`src/rtl/fir_pkg.sv`:
```
// rtl/fir_pkg.sv - shared types and constants for the FIR coefficient loader
package fir_pkg;

    typedef enum logic [2:0] {
        IDLE,
        WR_CTRL0,
        FETCH,
        WR_COEF,
        RD_CHECK,
        WR_CTRL1,
        DONE
    } fir_state_t;

    localparam logic [31:0] CTRL_OFFSET = 32'h0000_0000;
    localparam logic [1:0]  RESP_OKAY   = 2'b00;

    function automatic logic [7:0] sat_inc(input logic [7:0] v);
        return (v == 8'hFF) ? v : v + 8'd1;
    endfunction

endpackage

```
`src/rtl/axil_master_xact.sv`:
```
// rtl/axil_master_xact.sv - single outstanding AXI4-Lite write or read
module axil_master_xact #(
    parameter int AW = 32,
    parameter int DW = 32
) (
    input  logic            clk,
    input  logic            rst_n,
    input  logic            wr_req,
    input  logic            rd_req,
    input  logic [AW-1:0]   addr,
    input  logic [DW-1:0]   wdata,
    output logic            done,
    output logic [1:0]      resp,
    output logic [DW-1:0]   rdata,
    output logic [AW-1:0]   m_axi_awaddr,
    output logic [2:0]      m_axi_awprot,
    output logic            m_axi_awvalid,
    input  logic            m_axi_awready,
    output logic [DW-1:0]   m_axi_wdata,
    output logic [DW/8-1:0] m_axi_wstrb,
    output logic            m_axi_wvalid,
    input  logic            m_axi_wready,
    input  logic [1:0]      m_axi_bresp,
    input  logic            m_axi_bvalid,
    output logic            m_axi_bready,
    output logic [AW-1:0]   m_axi_araddr,
    output logic [2:0]      m_axi_arprot,
    output logic            m_axi_arvalid,
    input  logic            m_axi_arready,
    input  logic [DW-1:0]   m_axi_rdata,
    input  logic [1:0]      m_axi_rresp,
    input  logic            m_axi_rvalid,
    output logic            m_axi_rready
);

    logic [AW-1:0] addr_q;
    logic [DW-1:0] wdata_q;
    logic aw_pend, w_pend, b_pend, ar_pend, r_pend, wr_act, rd_act;

    // A channel counts as finished if it already completed or completes this cycle.
    logic aw_fin, w_fin, b_fin, ar_fin, r_fin;
    assign aw_fin = !aw_pend || m_axi_awready;
    assign w_fin  = !w_pend  || m_axi_wready;
    assign b_fin  = !b_pend  || m_axi_bvalid;
    assign ar_fin = !ar_pend || m_axi_arready;
    assign r_fin  = !r_pend  || m_axi_rvalid;

    assign m_axi_awaddr  = addr_q;
    assign m_axi_araddr  = addr_q;
    assign m_axi_awprot  = 3'b000;
    assign m_axi_arprot  = 3'b000;
    assign m_axi_wdata   = wdata_q;
    assign m_axi_wstrb   = '1;
    assign m_axi_awvalid = aw_pend;
    assign m_axi_wvalid  = w_pend;
    assign m_axi_bready  = b_pend;
    assign m_axi_arvalid = ar_pend;
    assign m_axi_rready  = r_pend;

    always_ff @(posedge clk or negedge rst_n) begin
        if (!rst_n) begin
            addr_q  <= '0;
            wdata_q <= '0;
            aw_pend <= 1'b0;
            w_pend  <= 1'b0;
            b_pend  <= 1'b0;
            ar_pend <= 1'b0;
            r_pend  <= 1'b0;
            wr_act  <= 1'b0;
            rd_act  <= 1'b0;
            done    <= 1'b0;
            resp    <= 2'b00;
            rdata   <= '0;
        end else begin
            done <= 1'b0;
            if (!wr_act && !rd_act) begin
                if (wr_req) begin
                    addr_q  <= addr;
                    wdata_q <= wdata;
                    aw_pend <= 1'b1;
                    w_pend  <= 1'b1;
                    b_pend  <= 1'b1;
                    wr_act  <= 1'b1;
                end else if (rd_req) begin
                    addr_q  <= addr;
                    ar_pend <= 1'b1;
                    r_pend  <= 1'b1;
                    rd_act  <= 1'b1;
                end
            end
            if (aw_pend && m_axi_awready) aw_pend <= 1'b0;
            if (w_pend && m_axi_wready)   w_pend  <= 1'b0;
            if (b_pend && m_axi_bvalid) begin
                b_pend <= 1'b0;
                resp   <= m_axi_bresp;
            end
            if (wr_act && aw_fin && w_fin && b_fin) begin
                wr_act <= 1'b0;
                done   <= 1'b1;
            end
            if (ar_pend && m_axi_arready) ar_pend <= 1'b0;
            if (r_pend && m_axi_rvalid) begin
                r_pend <= 1'b0;
                resp   <= m_axi_rresp;
                rdata  <= m_axi_rdata;
            end
            if (rd_act && ar_fin && r_fin) begin
                rd_act <= 1'b0;
                done   <= 1'b1;
            end
        end
    end

endmodule

```
`src/rtl/fir_cfg_sequencer.sv`:
```
// rtl/fir_cfg_sequencer.sv - loads FIR coefficients over AXI4-Lite with optional readback
module fir_cfg_sequencer
    import fir_pkg::*;
#(
    parameter int          TAPS               = 53,
    parameter logic [31:0] BASE_ADDR          = 32'hA000_0000,
    parameter int          C_M_AXI_ADDR_WIDTH = 32,
    parameter int          C_M_AXI_DATA_WIDTH = 32,
    parameter int          VERIFY             = 1
) (
    input  logic                            m_axi_aclk,
    input  logic                            m_axi_aresetn,
    input  logic                            start,
    output logic [$clog2(TAPS+1)-1:0]       coef_addr,
    output logic                            coef_rd,
    input  logic [15:0]                     coef_data,
    output logic [C_M_AXI_ADDR_WIDTH-1:0]   m_axi_awaddr,
    output logic [2:0]                      m_axi_awprot,
    output logic                            m_axi_awvalid,
    input  logic                            m_axi_awready,
    output logic [C_M_AXI_DATA_WIDTH-1:0]   m_axi_wdata,
    output logic [C_M_AXI_DATA_WIDTH/8-1:0] m_axi_wstrb,
    output logic                            m_axi_wvalid,
    input  logic                            m_axi_wready,
    input  logic [1:0]                      m_axi_bresp,
    input  logic                            m_axi_bvalid,
    output logic                            m_axi_bready,
    output logic [C_M_AXI_ADDR_WIDTH-1:0]   m_axi_araddr,
    output logic [2:0]                      m_axi_arprot,
    output logic                            m_axi_arvalid,
    input  logic                            m_axi_arready,
    input  logic [C_M_AXI_DATA_WIDTH-1:0]   m_axi_rdata,
    input  logic [1:0]                      m_axi_rresp,
    input  logic                            m_axi_rvalid,
    output logic                            m_axi_rready,
    output logic                            busy,
    output logic                            done,
    output logic                            error,
    output logic [7:0]                      err_count
);

    localparam int AW = C_M_AXI_ADDR_WIDTH;
    localparam int DW = C_M_AXI_DATA_WIDTH;
    localparam int IW = $clog2(TAPS+1);
    localparam logic [AW-1:0] CTRL_ADDR = AW'(BASE_ADDR) + AW'(CTRL_OFFSET);

    fir_state_t    state;
    logic          fetch_ph, wr_req, rd_req;
    logic [AW-1:0] x_addr;
    logic [DW-1:0] x_data, x_rdata;
    logic          x_done, x_fail, tap_done;
    logic [1:0]    x_resp;

    axil_master_xact #(.AW(AW), .DW(DW)) u_xact (
        .clk(m_axi_aclk), .rst_n(m_axi_aresetn),
        .wr_req(wr_req), .rd_req(rd_req), .addr(x_addr), .wdata(x_data),
        .done(x_done), .resp(x_resp), .rdata(x_rdata),
        .m_axi_awaddr(m_axi_awaddr), .m_axi_awprot(m_axi_awprot),
        .m_axi_awvalid(m_axi_awvalid), .m_axi_awready(m_axi_awready),
        .m_axi_wdata(m_axi_wdata), .m_axi_wstrb(m_axi_wstrb),
        .m_axi_wvalid(m_axi_wvalid), .m_axi_wready(m_axi_wready),
        .m_axi_bresp(m_axi_bresp), .m_axi_bvalid(m_axi_bvalid), .m_axi_bready(m_axi_bready),
        .m_axi_araddr(m_axi_araddr), .m_axi_arprot(m_axi_arprot),
        .m_axi_arvalid(m_axi_arvalid), .m_axi_arready(m_axi_arready),
        .m_axi_rdata(m_axi_rdata), .m_axi_rresp(m_axi_rresp),
        .m_axi_rvalid(m_axi_rvalid), .m_axi_rready(m_axi_rready)
    );

    // Readback compares against x_data, which still holds the value just written.
    always_comb begin
        x_fail = 1'b0;
        if (x_done) begin
            if (state == RD_CHECK) x_fail = (x_resp != RESP_OKAY) || (x_rdata != x_data);
            else                   x_fail = (x_resp != RESP_OKAY);
        end
    end

    assign tap_done = x_done && ((state == WR_COEF && VERIFY == 0) || state == RD_CHECK);

    always_ff @(posedge m_axi_aclk or negedge m_axi_aresetn) begin
        if (!m_axi_aresetn) begin
            state     <= IDLE;
            busy      <= 1'b0;
            done      <= 1'b0;
            error     <= 1'b0;
            err_count <= 8'd0;
            coef_addr <= '0;
            coef_rd   <= 1'b0;
            fetch_ph  <= 1'b0;
            wr_req    <= 1'b0;
            rd_req    <= 1'b0;
            x_addr    <= '0;
            x_data    <= '0;
        end else begin
            wr_req  <= 1'b0;
            rd_req  <= 1'b0;
            coef_rd <= 1'b0;
            done    <= 1'b0;
            if (x_fail) begin
                error     <= 1'b1;
                err_count <= sat_inc(err_count);
            end
            case (state)
                IDLE: if (start) begin
                    state     <= WR_CTRL0;
                    busy      <= 1'b1;
                    error     <= 1'b0;
                    err_count <= 8'd0;
                    x_addr    <= CTRL_ADDR;
                    x_data    <= '0;
                    wr_req    <= 1'b1;
                end
                WR_CTRL0: if (x_done) begin
                    state     <= FETCH;
                    coef_addr <= IW'(1);
                    coef_rd   <= 1'b1;
                end
                // First FETCH cycle carries the strobe; the word arrives on the second.
                FETCH: if (!fetch_ph) begin
                    fetch_ph <= 1'b1;
                end else begin
                    fetch_ph <= 1'b0;
                    x_data   <= DW'(coef_data);
                    x_addr   <= AW'(BASE_ADDR) + (AW'(coef_addr) << 2);
                    wr_req   <= 1'b1;
                    state    <= WR_COEF;
                end
                WR_COEF: if (x_done && VERIFY != 0) begin
                    rd_req <= 1'b1;
                    state  <= RD_CHECK;
                end
                WR_CTRL1: if (x_done) begin
                    done  <= (err_count == 8'd0) && !x_fail;
                    state <= DONE;
                end
                DONE: begin
                    busy  <= 1'b0;
                    state <= IDLE;
                end
                default: ;
            endcase
            if (tap_done) begin
                if (coef_addr == IW'(TAPS)) begin
                    state  <= WR_CTRL1;
                    x_addr <= CTRL_ADDR;
                    x_data <= DW'(1);
                    wr_req <= 1'b1;
                end else begin
                    coef_addr <= coef_addr + 1'b1;
                    coef_rd   <= 1'b1;
                    state     <= FETCH;
                end
            end
        end
    end

endmodule

```
`config.mk`:
```
export PLATFORM = sky130hd
export DESIGN_NAME = fir_cfg_sequencer
export DESIGN_NICKNAME = d
export VERILOG_FILES = /design/src/rtl/fir_pkg.sv /design/src/rtl/axil_master_xact.sv /design/src/rtl/fir_cfg_sequencer.sv
export SDC_FILE = /design/constraint.sdc
export NUM_CORES = 1
export LEC_CHECK = 0
export ABC_AREA = 1
export ABC_CLOCK_PERIOD_IN_PS = 4220
export CAP_MARGIN = 20
export CORE_ASPECT_RATIO = 1.5
export CORE_UTILIZATION = 41
export CTS_BUF_LIST = sky130_fd_sc_hd__clkbuf_16
export DETAILED_ROUTE_END_ITERATION = 8
export DONT_BUFFER_PORTS = 1
export PLACE_DENSITY_LB_ADDON = 0.3
export SLEW_MARGIN = 20
export SYNTH_ARGS = -nofsm -noshare
export SYNTH_HDL_FRONTEND = slang
export SYNTH_HIERARCHICAL = 1
export SYNTH_SLANG_ARGS = --single-unit
```
`constraint.sdc`:
```
create_clock -name m_axi_aclk -period 4.22 [get_ports m_axi_aclk]
set_input_delay 0.422 -clock m_axi_aclk [delete_from_list [all_inputs] [get_ports m_axi_aclk]]
set_output_delay 0.422 -clock m_axi_aclk [all_outputs]
set_load 0.02 [all_outputs]
```
After elaboration in Yosys (flattened, before gate mapping)
Index checks and enable logic that the tools add are counted.
{ "classes": {"add_sub_neg": 3, "multipliers": 0, "n_div": 0, "magnitude_cmp": 0, "n_eq_ne": 18, "n_shift": 0, "n_mux": 64, "bitwise_logic": 0, "reduce_logical": 59} }
{ "op_table": {"columns": ["cell", "n"], "rows": [
  ["$mux W32", 10],
  ["$pmux W32 S2", 2],
  ["$reduce_bool A2 Y1", 18],
  ["$add A32 B8 Y32 const A", 1],
  ["$mux W1", 32],
  ["$mux W8", 4],
  ["$ne A32 B32 Y1", 1],
  ["$mux W6", 4],
  ["$mux W3", 7],
  ["$pmux W3 S6", 1],
  ["$reduce_and A2 Y1", 7],
  ["$logic_and A1 B1 Y1", 13],
  ["$eq A3 B3 Y1 const B", 3],
  ["$ne A3 B2 Y1 const B", 3],
  ["$reduce_and A3 Y1", 3],
  ["$add A8 B1 Y8 const B", 1],
  ["$eq A8 B8 Y1 const B", 1],
  ["$logic_not A1 Y1", 8],
  ["$logic_not A8 Y1", 1],
  ["$reduce_bool A7 Y1", 1],
  ["$add A6 B1 Y6 const B", 1],
  ["$eq A3 B2 Y1 const B", 2],
  ["$eq A6 B6 Y1 const B", 1],
  ["$logic_or A1 B1 Y1", 6],
  ["other kinds (8)", 13]
]} }
{ "totals": {"reg_bits": 194, "latchBits": 0, "ram_bits": 0, "rom_bits": 0, "inputBits": 60, "output_inout_bits": 129, "mem_count": 0} }

Depth between registers and ports, before layout
Gate-level depths: netlist of the first run.
{ "depth": {"word_depth": 8, "ltp_mapped": 13} }

Cells and area by module
The synthesis of the first run kept the hierarchy.
{ "modules_own_cells": {"columns": ["mod", "n_inst", "cells_each", "area_each_um2", "seq_area_each_um2"], "rows": [
  ["axil_master_xact", 1, 509, 4625.7, 2652.5],
  ["fir_cfg_sequencer", 1, 452, 4012.6, 2202.1]
]} }

Worst setup path after synthesis of the first run
Ideal clock, no wire load.
{ "synth_timing": {"kind": "reg2reg", "start": "reg coef_addr[0]", "end": "reg x_addr[3]", "arrival_time_ps": 1445, "t_required_ps": 4099, "path_slack_ps": 2654, "path_stages_with_launch": 7, "synth_period_minus_slack_ps": 1566, "cell_sequence": "dfrtp_1 -> ha_1 -> nand4_1 -> nor2_1 -> buf_2 -> buf_2 -> nor2_1"} }
{ "synth_between": {"elab_chain_cells": 5} }
{ "synth_lines": {"columns": ["element", "line_no", "source"], "rows": [
  ["start: declaration", "fir_cfg_sequencer.sv:14", "output logic [$clog2(TAPS+1)-1:0] coef_addr,"],
  ["start signal: assignment", "fir_cfg_sequencer.sv:149", "coef_addr <= coef_addr + 1'b1;"],
  ["$add A32 B8 Y32", "fir_cfg_sequencer.sv:124", "x_addr <= AW'(BASE_ADDR) + (AW'(coef_addr) << 2);"],
  ["$mux W32", "fir_cfg_sequencer.sv:119", "FETCH: if (!fetch_ph) begin"],
  ["$pmux W32 S2", "fir_cfg_sequencer.sv:103", "case (state)"],
  ["$mux W32", "fir_cfg_sequencer.sv:143", "if (coef_addr == IW'(TAPS)) begin"],
  ["$mux W32 *", "fir_cfg_sequencer.sv:142", "if (tap_done) begin"],
  ["end signal: assignment", "fir_cfg_sequencer.sv:124", null],
  ["end: declaration", "fir_cfg_sequencer.sv:49", "logic [AW-1:0] x_addr;"]
]} }
Mark *: on every way between the ends. The rest lies on a longest branch, timed or not.
A chain may end at the register's enable or synchronous reset.

Worst setup path in the final report of the first run
{ "layout_timing": {"start": "reg state[1]", "end": "reg x_data[0]"} }
{ "layout_between": {"elab_chain_cells": 4} }
{ "layout_lines": {"columns": ["element", "line_no", "source"], "rows": [
  ["start: declaration", "fir_cfg_sequencer.sv:47", "fir_state_t state;"],
  ["start signal: assignment", "fir_cfg_sequencer.sv:82", "state <= IDLE;"],
  ["start signal: assignment", "fir_cfg_sequencer.sv:105", "state <= WR_CTRL0;"],
  ["start signal: assignment", "fir_cfg_sequencer.sv:114", "state <= FETCH;"],
  ["$eq A3 B2 Y1 / $logic_not A3 Y1 (equally long branches)", "fir_cfg_sequencer.sv:103", null],
  ["$pmux W32 S2", "fir_cfg_sequencer.sv:103", null],
  ["$mux W32", "fir_cfg_sequencer.sv:143", null],
  ["$mux W32 *", "fir_cfg_sequencer.sv:142", null],
  ["end signal: assignment", "fir_cfg_sequencer.sv:123", "x_data <= DW'(coef_data);"],
  ["end: declaration", "fir_cfg_sequencer.sv:50", "logic [DW-1:0] x_data, x_rdata;"]
]} }
Marked as above.

==> flow_summary_export.csv, run 1 <==
group,metric,value,unit
clock_network,htree_levels,4,
setup_path,crit_fanout,42,
power,p_sw,1.011,mW
synth,seq_area_frac_synth,0.5620,
timing,setup-violations-final,0,
timing,hold_violations,194,
route,drt-pass1-iter-count,5,
route,ant_nets,0,
timing,tightest_slew,1.047,ns
timing,fin_tns_setup,0,ns
clock_network,cts_buffers,17,
placed_design,place_area,0.008481,mm²
floorplan,die_area,0.02167,mm²
cells_and_area,postLayoutCellArea,0.009091,mm²
timing,rsz0062_at_grt,"false",
cells_and_area,most-common-layout-cells,"nand2_1 (308), dfrtp_1 (194), nor2_1 (86)",
floorplan,initial_core_util,0.4214,
power,power_frac_clock,0.417,
setup_path,arrival,2.85,ns
timing,clock_skew,0.008235,ns
timing,final_max_slew_viol_count,0,
placed_design,gp_congestion,0.8174,
timing,fmax,396.2,MHz
placed_design,hpwl,12210,µm
timing,fin_crit_sh,0.5981,
route,routedWlPerCell,15.83,µm
clock_network,ctsRootBufferMaster,"clkbuf_16",
power,internal_power,2.979,mW
route,vias,5775,
job,cap_violations,0,
synth,syn_area,0.008638,mm²
route,drtIter0Drc,372,
timing,max_slew_margin,0.3012,
min_path,hold_path.class,"input port to asynchronous set/reset pin",
setup_path,start_kind,"register",
timing,period_minus_slack,2.524,ns
floorplan,rows,64,
grt,antenna_found_initial,1,
clock_network,clk-insertion-delay-late,0.44,ns
clock_network,numClockSinks,194,
clock_network,cts_setup_buffers,0,
floorplan,num_io_pins,189,
clock_network,clockBufferDepth,2,
power,power,3.990,mW
cells_and_area,drive_above_1_share,0.08855,
floorplan,dieWidth,120.5,µm
placed_design,portBuffers,0,
cells_and_area,syn_to_final_growth,5.243,%
placed_design,place_inst,1158,
outcome,status,"finished with violations",
cells_and_area,fin_util,0.4435,
synth,synth_area_per_cell,8.989,µm²
power,combinationalPowerShare,0.062,
grt,grt_pass1_vias,5789,
route,drt_wl_total,18860,µm
grt,overflow,0,
cells_and_area,final_nets,977,
floorplan,core,0.02050,mm²
power,swShare,0.2535,
setup_path,cp.required,4.54,ns
route,viasPerCell,4.849,
route,drcViolationCount,0,
floorplan,die_h,179.8,µm
clock_network,post_cts_resize_count,0,
power,power.leakage,4.603,nW
setup_path,critical_path_class,"register to register",
synth,synth_cell_type_count,33,
setup_path,end_kind,"register",
outcome,failed_checks,"hold timing",
grt,grt_max_degree,195,
synth,synthCells,961,
power,p_per_area,438.9,mW/mm²
power,ir_worst_vdd,0.2560,mV
synth,synth-seq-cells,194,
synth,yosysWarnings,6,
cells_and_area,final_common_cell,"nand2_1",
power,seqPwrFrac,0.521,
timing,hold_ws,-0.3149,ns
clock_network,cts_tree,"done",
grt,grt_pass1_wl,30810,µm
grt,grtUsageTotal,0.1862,
clock_network,clk_pin_slew,0.07,ns
cells_and_area,final_cell_count_no_fill,1191,
stage by stage:
step,setup slack (ns),hold WS (ns)
after floorplan,2.654,0.1264
after global placement,1.735,0.1348
after detailed placement,1.648,0.1344
after CTS,1.660,-0.3413
after global routing,1.451,-0.3446
final,1.696,-0.3149
per-layer routing:
metal	global-route usage	wire length, µm	vias up
met3	0.05679	1202	27
li1	-	-	2847
met4	0.07309	412	0
met2	0.3186	9701	151
met5	0	0	-
met1	0.2155	7539	2750
area by class of cell:
class | count | area [µm²]
diodes | 1 | 2.502
clock buffers | 17 | 425.4
clock inverters | 15 | 182.7
fillers | 2052 | 11410
inverters | 85 | 319.1
multi-input cells | 610 | 2939
flip-flops and latches | 194 | 4855
well taps | 264 | 330.3
repair buffers | 5 | 37.54
worst paths after layout:
path                                start                 endpoint  depth (start not counted)  slack (ns)
max in group asynchronous   m_axi_aresetn               x_data[29]                          0        4.20
setup reg to reg                 state[1]                x_data[0]                          9        1.70
setup / recovery                 state[1]                x_data[0]                          9        1.70
min in group m_axi_aclk    m_axi_rdata[0]          u_xact/rdata[0]                          2        0.09
hold reg to reg                x_addr[31]               x_addr[31]                          1        0.47
hold / removal              m_axi_aresetn  u_xact/m_axi_araddr[10]                          0       -0.31
power by group through the flow:
stage          clock network (mW)  registers, mW  logic [mW]
2_1_floorplan                   0           2.09       0.217
3_3_place_gp                    0           2.12       0.242
3_5_place_dp                    0           2.12       0.245
4_1_cts                      1.72           2.08       0.249
5_1_grt                      1.79           2.10       0.283
6_report                     1.66           2.08       0.246
Yosys cell counts, drive strengths merged:
cell,instances,area [µm²]
buf,72,528.0
conb,2,7.510
ha,4,50.05
xnor2,29,254.0
nor4,1,6.260
a21oi,15,75.07
xor2,5,43.79
a22oi,20,150.1
dfrtp,194,4855
o21ai,52,391.6
nand2,312,1181
a2bb2oi,2,17.52
nand3,48,240.2
nor2,90,355.3
clkbuf,8,30.03
or2,2,12.51
a211oi,1,7.510
mux2i,1,10.01
nand4,4,25.02
a31oi,1,6.260
nor3,10,50.05
a221o,1,10.01
inv,85,319.0
o22ai,2,12.51
critical path: stages (launching register included):
cell and delay [ns]:
dfrtp_1 0.44, nor2_1 0.12, inv_1 0.08, nor2_2 0.09
inv_2 0.07, nor2_4 0.10, inv_2 0.09, nand2_2 0.63
inv_2 0.40, a221o_1 0.38
state kept, by name, summed over array words and instances, names as in the netlist, 2 cells and up:
register	count
u_xact/resp	2
u_xact/m_axi_wdata	32
u_xact/m_axi_araddr	32
state	3
x_data	32
x_addr	32
err_count	8
coef_addr	6
u_xact/rdata	32
logic make-up after synthesis:
family,share of synthesized area
muxes,0.001159
other,0.0008694
buffers and inverters,0.1015
DFF,0.5620
and+or+nand+nor,0.2165
adders and majority gates,0.005794
AOI/OAI and AO/OA,0.07764
xor gates and xnor gates,0.03447
No activity file was read; power rests on OpenSTA's default activity.
==> run 2, diff against run 1 <==
ABC_CLOCK_PERIOD_IN_PS = 2550   (was 4220)
clock period = 2.55 ns   (was 4.22 ns; I/O delays follow)
==> run 2 against run 1 <==
Net effect: the run still ends with hold timing left; total power is 69% higher; hold slack lost 0.16 ns; sequential power increased by 65%; critical path depth is the same; largest power group unchanged.
==> flow_summary_export.csv, run 2 (synthesis results as in run 1) <==
group,metric,value,unit
floorplan,rows,64,
cells_and_area,final_nets,1040,
grt,grt_max_degree,195,
setup_path,reg2reg_slack,0.60,ns
timing,hold_violations,194,
cells_and_area,multiInputGateArea,0.002939,mm²
placed_design,portBuffers,0,
floorplan,die_h,179.8,µm
outcome,status,"finished with violations",
clock_network,clk-insertion-delay-late,0.43,ns
clock_network,cts_buffers,17,
clock_network,post_cts_resize_count,0,
setup_path,critical_path_class,"register to register",
clock_network,numClockSinks,194,
clock_network,cts_hold_buf,50,
floorplan,core,0.02050,mm²
power,p_per_area,693.4,mW/mm²
power,combinationalPowerShare,0.070,
timing,fmax,513.3,MHz
power,swShare,0.2468,
setup_path,r2r_end,"coef_addr[0]",
cells_and_area,most-common-layout-cells,"nand2_1 (308), dfrtp_1 (194), nor2_1 (86)",
placed_design,gp_congestion,0.8391,
timing,max_slew_margin,0.4874,
timing,fin_tns_setup,0,ns
cells_and_area,nFillCells,2017,
clock_network,htree_levels,4,
floorplan,num_io_pins,189,
outcome,failed_checks,"hold timing",
clock_network,clk_pin_slew,0.07,ns
setup_path,end_kind,"register",
route,drt-pass1-iter-count,5,
power,power_frac_clock,0.419,
route,viasPerCell,4.832,
grt,grt_pass1_vias,6214,
grt,overflow,0,
grt,antenna_found_initial,1,
power,ir_worst_vdd,0.3983,mV
route,vias,6059,
route,drtIter0Drc,306,
power,internal_power,5.070,mW
setup_path,critPathSlowestCell,"dfrtp_1",
floorplan,dieWidth,120.5,µm
route,met3_length,1020,µm
floorplan,die_area,0.02167,mm²
power,power,6.732,mW
cells_and_area,seqCellArea,0.004855,mm²
timing,final_max_slew_viol_count,0,
job,cap_violations,0,
timing,hold_ws,-0.4770,ns
setup_path,critical-path-max-stage-delay,0.53,ns
floorplan,initial_core_util,0.4214,
setup_path,r2r_cells,9,
timing,period_minus_slack,1.948,ns
route,drcViolationCount,0,
route,wl_met2,10010,µm
placed_design,place_area,0.008591,mm²
power,power.leakage,4.894,nW
timing,tightest_slew,0.7661,ns
setup_path,crit_fanout,6,
route,routedWlPerCell,15.36,µm
timing,setup-violations-final,0,
setup_path,arrival,2.32,ns
setup_path,start_kind,"register",
grt,grt_pass1_wl,31780,µm
cells_and_area,postLayoutCellArea,0.009709,mm²
route,m1WireLength,7797,µm
cells_and_area,final_common_cell,"nand2_1",
power,p_sw,1.662,mW
setup_path,crit_buf_inv,4,
grt,grtUsageTotal,0.1879,
setup_path,r2r_start,"coef_addr[1]",
route,drt_wl_total,19260,µm
power,seqPwrFrac,0.511,
setup_path,path_common_cell,"inv_1",
timing,rsz0062_at_grt,"false",
cells_and_area,drive_above_1_share,0.09606,
cells_and_area,syn_to_final_growth,12.40,%
setup_path,crit_chain,"inv_1 -> ha_1 -> nand4_1 -> inv_1 -> nor2_1 -> inv_1 -> a21oi_1 -> a21oi_1 -> inv_1",
timing,clock_skew,0.01258,ns
min_path,hold_path.class,"input port to asynchronous set/reset pin",
route,ant_nets,0,
setup_path,cpLargestDelayFamily,"flip-flops",
route,highest_layer,"met4",
timing,fin_crit_sh,0.7641,
placed_design,hpwl,12760,µm
clock_network,clockBufferDepth,2,
clock_network,cts_tree,"done",
setup_path,cp.required,2.92,ns
clock_network,ctsRootBufferMaster,"clkbuf_16",
run 2: changes by cell type in the layout (fill, tap and decap cells not counted):
| cell | change |
|---|---|
| dlygate4sd3_1 | +50 |
| bufinv_16 | +1 |
| buf_12 | +1 |
| clkinv_4 | -3 |
| inv_6 | -1 |
| buf_4 | +12 |
| clkinvlp_4 | -1 |
| clkinv_2 | +4 |
run 2: timing repair:
action	CTS	global route
hold endpoints to repair	244	194
setup buffers	0	0
setup endpoints to repair	0	0
run 2: area by class of cell:
cell class / count / area share
clock buffers: 17 / 0.04381
diodes: 1 / 0.0002577
multi-input cells: 610 / 0.3027
inverters: 85 / 0.03286
clock inverters: 15 / 0.01959
flip-flops and latches: 194 / 0.5000
repair buffers: 68 / 0.06675
well taps: 264 / 0.03402
run 2: power groups by stage:
stage / logic [mW] / clock network [mW] / registers [mW]
detailed placement: 0.407 / 0 / 3.50
global route: 0.539 / 3.01 / 3.46
finish: 0.471 / 2.82 / 3.44
floorplan: 0.359 / 0 / 3.45
global placement: 0.399 / 0 / 3.50
CTS: 0.476 / 2.90 / 3.44
run 2: through the flow:
step	hold slack, ns	setup WS, ns	instances	util
after floorplan	-0.04059	0.9836	969	-
after global placement	-0.03391	0.6346	1171	0.4191
after detailed placement	-0.03504	0.5875	1171	0.4191
after CTS	-0.5026	0.5621	1253	0.4735
after global routing	-0.5046	0.4047	1254	0.4736
final	-0.4770	0.6016	1254	0.4736
run 2: layer usage:
layer,vias to the layer above,global-route usage
li1,2975,-
met1,2898,0.2153
met2,159,0.3251
met3,27,0.05076
met4,0,0.08148
met5,-,0
run 2: worst max path at each step:
stage,cells after the start,end,from
after detailed placement,9,coef_addr[0],coef_addr[1]
after global routing,9,coef_addr[0],coef_addr[1]
after CTS,9,coef_addr[0],coef_addr[1]
after global placement,8,coef_addr[0],coef_addr[1]
after floorplan,6,x_addr[3],coef_addr[0]
final,9,coef_addr[0],coef_addr[1]
==> run 3, diff against run 2 <==
ABC_CLOCK_PERIOD_IN_PS = 1640   (was 2550)
clock period = 1.64 ns   (was 2.55 ns; I/O delays follow)
==> run 3 against run 2 <==
Net effect: the run still ends with hold timing left; setup slack lost 0.55 ns; global-route usage up 0.47 points; maximum frequency is 22% higher; clock-buffer cell count stayed put; clock skew fell by 0.0037 ns; non-clock buffer count is 43 higher; utilization is 2.8 points higher; cell count up 3.5%; combinational power is 140% higher; first-iteration DRC count shrank 9.8%.
==> flow_summary_export.csv, run 3 (synthesis results as in run 1) <==
group,metric,value,unit
outcome,status,"finished with violations",
outcome,failed_checks,"hold timing",
placed_design,hpwl,13010,µm
clock_network,numClockSinks,194,
setup_path,crit_chain,"nor2_2 -> inv_2 -> nor2_2 -> inv_2 -> nor2_4 -> inv_2 -> nand2_8 -> buf_12 -> inv_6 -> a22oi_1 -> nor2_1",
setup_path,r2r_cells,11,
clock_network,cts_tree,"done",
cells_and_area,drive_above_1_share,0.1499,
clock_network,cts_buffers,17,
floorplan,rows,64,
setup_path,critical-path-max-stage-delay,0.45,ns
setup_path,reg2reg_slack,0.05,ns
timing,rsz0062_at_grt,"true",
job,cap_violations,0,
timing,fin_crit_sh,0.9700,
clock_network,ctsRootBufferMaster,"clkbuf_16",
setup_path,cp-startpoint,"state[1]",
timing,clock_skew,0.008864,ns
power,internal_power,7.881,mW
grt,grt_pass1_wl,32430,µm
timing,period_minus_slack,1.591,ns
floorplan,die_h,179.8,µm
timing,setup-violations-final,0,
setup_path,cpLargestDelayFamily,"simple AND/OR/NAND/NOR gates",
setup_path,r2r_end,"x_data[8]",
setup_path,path_common_cell,"inv_2",
setup_path,crit_path_end,"x_data[8]",
setup_path,arrival,1.91,ns
setup_path,r2r_start,"state[1]",
timing,hold_violations,194,
setup_path,critical_path_class,"register to register",
route,drt-pass1-iter-count,5,
cells_and_area,syn_to_final_growth,18.99,%
grt,grt_max_degree,195,
placed_design,portBuffers,0,
cells_and_area,nFillCells,1978,
setup_path,critPathSlowestCell,"dfrtp_2",
grt,use_met2,0.3455,
power,p_per_area,1025,mW/mm²
placed_design,gp_congestion,0.8666,
floorplan,initial_core_util,0.4214,
power,combinationalPowerShare,0.108,
power,power.leakage,5.151,nW
power,swShare,0.2521,
floorplan,die_area,0.02167,mm²
clock_network,clk_pin_slew,0.07,ns
power,power_frac_clock,0.400,
grt,grt_pass1_vias,6404,
grt,top_usage_layer,"met2",
clock_network,clk-insertion-delay-late,0.43,ns
setup_path,crit_fanout,11,
cells_and_area,final_nets,1085,
setup_path,path_depth,11,
grt,antenna_found_initial,0,
floorplan,core,0.02050,mm²
grt,grtUsageTotal,0.1926,
setup_path,crit_buf_inv,5,
cells_and_area,fin_util,0.5014,
route,ant_nets,0,
setup_path,cp.required,1.95,ns
clock_network,cts_hold_buf,58,
cells_and_area,antenna_cells,0,
power,power,10.54,mW
route,drcViolationCount,0,
clock_network,htree_levels,4,
route,drt_wl_total,20300,µm
timing,hold_ws,-0.5684,ns
setup_path,start_kind,"register",
power,p_sw,2.657,mW
route,routedWlPerCell,15.64,µm
timing,fmax,628.6,MHz
cells_and_area,final_common_cell,"nand2_1",
route,vias,6253,
floorplan,num_io_pins,189,
min_path,hold_path.class,"input port to asynchronous set/reset pin",
grt,overflow,0,
cells_and_area,most-common-layout-cells,"nand2_1 (307), dfrtp_1 (193), nor2_1 (80)",
grt,use_met1,0.2145,
timing,final_max_slew_viol_count,0,
power,ir_worst_vdd,0.6438,mV
floorplan,dieWidth,120.5,µm
grt,use_met3,0.05171,
route,viasPerCell,4.817,
route,drtIter0Drc,276,
setup_path,end_kind,"register",
clock_network,clockBufferDepth,2,
power,seqPwrFrac,0.491,
run 3: cell count changes in the layout (fill, tap and decap cells not counted), sizes merged:
cell,before,now
diode,1,0
bufinv,4,3
inv,88,91
dlygate4sd3,50,58
buf,18,53
run 3: area by class of cell:
| type | count | area, µm² | area share |
|---|---|---|---|
| clock buffers | 17 | 425.4 | 0.04139 |
| clock inverters | 15 | 165.2 | 0.01607 |
| inverters | 85 | 334.1 | 0.03250 |
| multi-input cells | 610 | 3077 | 0.2993 |
| flip-flops and latches | 194 | 4856 | 0.4724 |
| well taps | 264 | 330.3 | 0.03214 |
| repair buffers | 111 | 1074 | 0.1044 |
| repair inverters | 2 | 17.52 | 0.001704 |
run 3: per-layer routing:
layer  vias to the layer above  routed length [µm]
li1                       3067                   -
met1                      3004                7958
met2                       154               10860
met3                        28                1037
met4                         0                 440
met5                         -                   0
run 3: power by group through the flow:
stage	clock (mW)	sequential (mW)	combinational, mW
detailed placement	0	5.26	0.967
finish	4.22	5.18	1.14
global placement	0	5.26	0.955
floorplan	0	5.37	0.558
global route	4.51	5.20	1.29
CTS	4.35	5.17	1.09
run 3: worst min path at each step:
stage                  start                       to  slack, ns
6_report       m_axi_aresetn  u_xact/m_axi_araddr[10]      -0.57
3_3_place_gp   m_axi_aresetn  u_xact/m_axi_araddr[10]      -0.12
4_1_cts        m_axi_aresetn               x_addr[12]      -0.60
3_5_place_dp   m_axi_aresetn  u_xact/m_axi_araddr[10]      -0.13
2_1_floorplan  m_axi_aresetn                     busy      -0.13
5_1_grt        m_axi_aresetn  u_xact/m_axi_araddr[10]      -0.59
run 3: what timing repair did:
action	CTS	global route
resized for setup	6	33
gates cloned	0	2
buffers inserted	0	7
endpoints found under the hold margin	251	194
pin swaps	0	11
setup endpoints to repair	51	76
run 3: through the flow:
stage               cells  setup TNS (ns)  instance area [µm²]  hold WS (ns)  worst slack [ns]
floorplan             969               0                 8668       -0.1316           0.07364
global placement     1199         -0.1574                 8851       -0.1250          -0.04605
detailed placement   1199         -0.2687                 8851       -0.1270          -0.05381
CTS                  1289               0                10040       -0.5980          0.008137
global route         1298         -0.8078                10280       -0.5946          -0.06353
finish               1298               0                10280       -0.5684           0.04916
